[src/rtl/sub16_serial.sv]
// Nibble-serial 16-bit subtractor: X - Y computed as X + ~Y + 1, one 4-bit
// carry-lookahead slice per clock, LSB nibble first, with result flags.
module sub16_serial (
   input  logic        clk,
   input  logic        rst_n,
   input  logic        start,
   input  logic [15:0] X,
   input  logic [15:0] Y,
   output logic        busy,
   output logic        done,
   output logic [15:0] Z,
   output logic        Sign,
   output logic        Zero,
   output logic        Carry,
   output logic        Parity,
   output logic        Overflow
);

   localparam int unsigned W  = 16;
   localparam int unsigned NW = 4;
   localparam int unsigned CW = 2;

   typedef enum logic [1:0] {
      IDLE = 2'd0,
      RUN  = 2'd1,
      DONE = 2'd2
   } state_t;

   state_t          state;
   logic [W-1:0]    xr;
   logic [W-1:0]    yr;
   logic [W-1:0]    part;
   logic [CW-1:0]   cnt;
   logic            cy;

   logic [NW-1:0]   a;
   logic [NW-1:0]   b;
   logic [NW-1:0]   g;
   logic [NW-1:0]   p;
   logic [NW:0]     c;
   logic [NW-1:0]   sum;
   logic [W-1:0]    full;
   logic [3:0]      base;

   // One carry-lookahead nibble slice on the currently selected operand nibble
   always_comb begin
      base = {cnt, 2'b00};
      a    = xr[base +: NW];
      b    = ~yr[base +: NW];
      g    = a & b;
      p    = a ^ b;
      c    = '0;
      c[0] = cy;
      c[1] = g[0] | (p[0] & c[0]);
      c[2] = g[1] | (p[1] & g[0]) | (p[1] & p[0] & c[0]);
      c[3] = g[2] | (p[2] & g[1]) | (p[2] & p[1] & g[0])
           | (p[2] & p[1] & p[0] & c[0]);
      c[4] = g[3] | (p[3] & g[2]) | (p[3] & p[2] & g[1])
           | (p[3] & p[2] & p[1] & g[0])
           | (p[3] & p[2] & p[1] & p[0] & c[0]);
      sum  = p ^ c[NW-1:0];
      full = {sum, part[W-NW-1:0]};
   end

   // Control FSM, operand capture, nibble accumulation and result/flag load
   always_ff @(posedge clk or negedge rst_n) begin
      if (!rst_n) begin
         state    <= IDLE;
         xr       <= '0;
         yr       <= '0;
         part     <= '0;
         cnt      <= '0;
         cy       <= 1'b0;
         busy     <= 1'b0;
         done     <= 1'b0;
         Z        <= '0;
         Sign     <= 1'b0;
         Zero     <= 1'b0;
         Carry    <= 1'b0;
         Parity   <= 1'b0;
         Overflow <= 1'b0;
      end else begin
         case (state)
            IDLE, DONE: begin
               done <= 1'b0;
               if (start) begin
                  xr    <= X;
                  yr    <= Y;
                  cnt   <= '0;
                  cy    <= 1'b1;
                  busy  <= 1'b1;
                  state <= RUN;
               end else begin
                  busy  <= 1'b0;
                  state <= IDLE;
               end
            end
            RUN: begin
               part[base +: NW] <= sum;
               cy               <= c[NW];
               cnt              <= cnt + CW'(1);
               if (cnt == CW'(3)) begin
                  Z        <= full;
                  Sign     <= full[W-1];
                  Zero     <= (full == '0);
                  Carry    <= c[NW];
                  Parity   <= ~^full;
                  Overflow <= (xr[W-1] != yr[W-1]) & (full[W-1] != xr[W-1]);
                  busy     <= 1'b0;
                  done     <= 1'b1;
                  state    <= DONE;
               end
            end
            default: begin
               busy  <= 1'b0;
               done  <= 1'b0;
               state <= IDLE;
            end
         endcase
      end
   end

endmodule

[config.mk]
export PLATFORM = sky130hd
export DESIGN_NAME = sub16_serial
export DESIGN_NICKNAME = d
export VERILOG_FILES = /design/src/rtl/sub16_serial.sv
export SDC_FILE = /design/constraint.sdc
export NUM_CORES = 1
export LEC_CHECK = 0
export BUFFER_PORTS_ARGS = -buffer_cell sky130_fd_sc_hd__buf_2
export CORE_ASPECT_RATIO = 1.4
export CORE_MARGIN = 2
export CORE_UTILIZATION = 35
export DETAILED_ROUTE_END_ITERATION = 16
export PLACE_DENSITY_LB_ADDON = 0.05
export SLEW_MARGIN = 20
export SYNTH_ARGS = -nofsm -noshare
export SYNTH_HDL_FRONTEND = slang
export SYNTH_SLANG_ARGS = --single-unit
[constraint.sdc]
create_clock -name clk -period 9.61 [get_ports clk]
set_input_delay 2.4025 -clock clk [delete_from_list [all_inputs] [get_ports clk]]
set_output_delay 2.4025 -clock clk [all_outputs]
set_load 0.01 [all_outputs]
## Word-level counts from Yosys, hierarchy flattened

Cells that the tools add are included.

- Flip-flop bits (word level): 76
- Bits of input ports: 35

- Mux-type cells: 13
- Reduce and logical (&&, ||, !) cells: 8
- Equality and inequality tests: 7
- Shifts and indexed selects: 4
- Bitwise gates (word level): 31
- $add $sub $neg: 2

Operators by type and width:

| operator | count |
|---|---|
| $shiftx 16x5->4 | 2 |
| $and 1x1->1 | 17 |
| $bwmux 16 | 1 |
| $logic_not 16->1 | 1 |
| $reduce_xnor 16->1 | 1 |
| $shift 4x6->16 const A | 1 |
| $shiftx 4x6->16 | 1 |
| $or 1x1->1 | 10 |
| $pmux 2 s2 | 2 |
| $xor 4x4->4 | 2 |
| $mux 1 | 6 |
| $neg 4->6 | 1 |
| $reduce_and 2->1 | 3 |
| $and 4x4->4 | 1 |
| $eq 2x2->1 const B | 2 |
| $mux 2 | 2 |
| $ne 2x2->1 const B | 2 |
| $not 4->4 | 1 |
| $pmux 1 s2 | 2 |
| $add 2x1->2 const B | 1 |
| $eq 2x1->1 const B | 1 |
| $logic_not 2->1 | 1 |
| $ne 1x1->1 | 2 |
| $reduce_bool 2->1 | 1 |
| $reduce_or 2->1 | 1 |

## Longest topological paths before layout

- Depth in word-level cells: 10
- Depth in mapped cells: 11
- Mapped depth without buffers: 10

## Worst setup path before layout

OpenSTA, ideal clock, no wires.

- Path kind: input -> register
- From: input start
- To: register xr[0]
- Required time: 9.485 ns
- Cell stages on the path: 4
- Path buffers: 2
- Arrival: 3.338 ns
- Path slack: 6.147 ns
- Cells stage by stage: nor2b_1 clkbuf_1 buf_2 mux2_2

- Cells in the longest elaborated chain, start to end: 1

Ends and longest elaborated chain:

| what | line | text |
|---|---|---|
| start: declaration | 6 | `input logic start,` |
| $reduce_and 2->1 (no line) | - |  |
| end signal: assignment | 69 | `xr <= '0;` |
| end signal: assignment | 87 | `xr <= X;` |
| end: declaration | 30 | `logic [W-1:0] xr;` |

No other way between the ends.
A chain may end at the register's enable or synchronous reset.

## Worst setup path after layout

- From: register cnt[0]
- To: register Parity

- Cells in the longest elaborated chain, start to end: 9
- Elaborated cells on any way between the ends: 24

Ends and longest elaborated chain:

| what | line | text |
|---|---|---|
| start: declaration | 33 | `logic [CW-1:0] cnt;` |
| start signal: assignment | 101 | `cnt <= cnt + CW'(1);` |
| $shiftx 16x5->4 | 49 | `b = ~yr[base +: NW];` |
| $not 4->4 | 49 |  |
| $xor 4x4->4 / $and 4x4->4 (equally long branches) | 51, 50 |  |
| $and 1x1->1, on equally long branches | 56, 57 |  |
| $or 1x1->1, or another cell as far along | 56 | `c[3] = g[2] \| (p[2] & g[1]) \| (p[2] & p[1] & g[0])` |
| $or 1x1->1 / $and 1x1->1 (equally long branches) | 56, 57 |  |
| $or 1x1->1 | 57 | `\| (p[2] & p[1] & p[0] & c[0]);` |
| $xor 4x4->4 | 61 | `sum = p ^ c[NW-1:0];` |
| $reduce_xnor 16->1 | 107 | `Parity <= ~^full;` |
| end signal: assignment | 107 |  |
| end: declaration | 15 | `output logic Parity,` |

Parallel ways exist; a longest one is shown, timed or not.

==> flow_summary.json <==
{
  "async_reset_ff_share_pct": 100,
  "rows": 42,
  "syn_inst": 265,
  "cts.reportedPaths.clkPinSlew_ps": 50,
  "clockBufferDepth": 2,
  "cts_tree": "yes",
  "fill_cells": 895,
  "coreArea_mm2": 0.00930,
  "post_drt_wl_per_cell_um": 15.2,
  "fin_nets": 377,
  "io_buffers": 57,
  "maxCapViolCount": 0,
  "crit_path_end_kind": "flip-flop",
  "syn2layout_area_growth_pct": 20.7,
  "mostFrequentLayoutCell": "dfrtp_1",
  "syn_avg_cell_area_um2": 12.5,
  "ys_dominant_reg_cell": "dfrtp_1",
  "vias_per_cell": 4.80,
  "status": "completed",
  "firstDrtPassIters": 4,
  "synth_nets": 317,
  "grt_pass1_wl_um": 11200,
  "stdcell_area_mm2": 0.00399,
  "finalCritPeriodShare_pct": 38.1,
  "layout_min_cycle_time_ps": 3660,
  "fmax_mhz": 273,
  "slew_headroom_pct": 39.3,
  "stdcell_count": 439,
  "grt_max_degree": 71,
  "vdd_drop_max_mv": 0.232,
  "ios": 58,
  "hpwlAfterDp_um": 4790,
  "ff_latch_area_mm2": 0.00175,
  "cp.arrival_ps": 3860,
  "worstSetupPathType": "reg -> reg",
  "slew_viol_final": 0,
  "root_buffer": "clkbuf_16",
  "gp_congestion": 0.718,
  "clock_latency_ps": 330,
  "synth_edf_count": 0,
  "drc": 0,
  "antenna_cells": 0,
  "power.density_mw_per_mm2": 455,
  "worstMarginPinSlew_ps": 910,
  "synthDistinctLibCells": 40,
  "drtAntennaViolNets": 0,
  "finalHoldViolations": 0,
  "vias": 2108,
  "routed_wl_um": 6660,
  "skew_ps": 5.14,
  "worstPathRequired_ps": 9810,
  "htree_levels": 3,
  "drive_above_1_share_pct": 37.1,
  "multi_input_area_mm2": 0.00143,
  "grt_pass1_vias": 2248,
  "yosysWarningCount": 0,
  "first_iter_violations": 77,
  "cts_made_buffers": 9,
  "track_usage_pct": 14.5,
  "post_cts_resize_count": 0,
  "final_cell_mix": "dfrtp_1 (70), buf_2 (57), nand2_1 (35)",
  "critPathMaxFanout": 15,
  "die_y_um": 119,
  "hp-class": "reg -> reg",
  "place_area_mm2": 0.00370,
  "antenna_found_initial": 0,
  "fin_setup_tns_ps": 0,
  "die-width_um": 86.1,
  "initial_core_util_pct": 35.5,
  "die_area_mm2": 0.0102,
  "start_kind": "flip-flop",
  "cts_sinks": 70,
  "rsz0062_at_grt": "no",
  "yosysSeqAreaShare_pct": 53.0,
  "cts_setup_buffers": 0,
  "synth-seq-cells": 70,
  "p_leak_nw": 1.88,
  "final-setup-viol-count": 0,
  "dp_cells": 424,
  "synth_area_mm2": 0.00330,
  "hold_buffers": 0,
  "overflow": 0
}
logic make-up after synthesis:
kind of cell	after synthesis	synth area share, %
buffers and inverters	32	3.94
muxes	40	16.4
AOI/OAI and AO/OA	44	9.35
adders and majority gates	17	6.66
and+or+nand+nor	55	7.57
xor gates and xnor gates	7	3.10
DFF	70	53.0
per-layer routing:
layer	up-vias	share of wire [%]	track usage, %
met5	-	0	0
met4	0	1.5	5.65
met3	8	3.9	3.74
met2	44	53	24.5
met1	1004	42	17.3
li1	1052	-	-
path summary, 6_finish.rpt:
path / from / endpoint / slack, ps / cells past startpoint
worst max-delay path: cnt[0] / Parity / 5950 / 9
worst min-delay path: Z[2] / Z[2] / 470 / 2
worst max register to register: cnt[0] / Parity / 5950 / 9
worst min register to register: Z[2] / Z[2] / 470 / 2
max in group asynchronous: rst_n / Overflow / 6720 / 2
min in group asynchronous: rst_n / Z[0] / 2300 / 2
report_power, final:
group	switching, mW	leakage (nW)	internal (mW)
registers	0.0903	0.875	0.426
logic	0.486	0.867	0.495
clock network	0.114	0.142	0.202
total	0.691	1.88	1.12
worst max-delay path, stage by stage (launching register included):
cell,delay (ps)
dfrtp_1,790
mux4_2,610
fa_1,390
xor2_1,400
ha_1,320
xnor2_1,160
xnor3_1,430
xnor3_1,210
o211ai_1,100
o211ai_1,110
final cells by class:
type                       count  share of cell area, %
tap                          110                   3.45
sequential                    70                   43.9
clock buffer                  15                   7.21
timing repair buffer          60                   7.72
multi-input combinational    163                   35.7
inverter                      21                   1.98
registers in the layout (all words and copies together), names as in the netlist:
name / count
Overflow: 1
cnt: 2
done: 1
part: 12
Zero: 1
xr: 16
Carry: 1
yr: 16
cy: 1
Parity: 1
state: 1
busy: 1
Z: 16
synth_stat cells, types with 2 or more instances:
master	count	area (um^2)
a22o_2	3	30.0
xnor2_1	3	26.3
inv_1	21	78.8
buf_2	5	25.0
nor2b_1	3	18.8
a21o_1	2	15.0
nand2_1	35	131
mux2_2	32	360
ha_1	16	200
o21a_1	2	15.0
o21ai_0	18	90.1
nand2b_1	3	18.8
o211ai_1	2	15.0
xnor3_1	3	67.6
nor2_1	6	22.5
clkbuf_1	5	18.8
mux4_2	8	180
o31ai_1	4	30.0
a22o_1	4	35.0
dfrtp_1	70	1750
through the flow:
stage / hold WS, ps / util, % / power [mW] / worst slack (ps)
detailed placement: 465 / 39.8 / 1.52 / 5910
global placement: 458 / 39.8 / 1.51 / 6030
CTS: 477 / 42.9 / 1.85 / 5880
finish: 468 / 42.9 / 1.81 / 5950
global route: 501 / 42.9 / 1.98 / 5580
floorplan: 443 / - / 1.28 / 6150
Power figures use the tool's default switching activity.
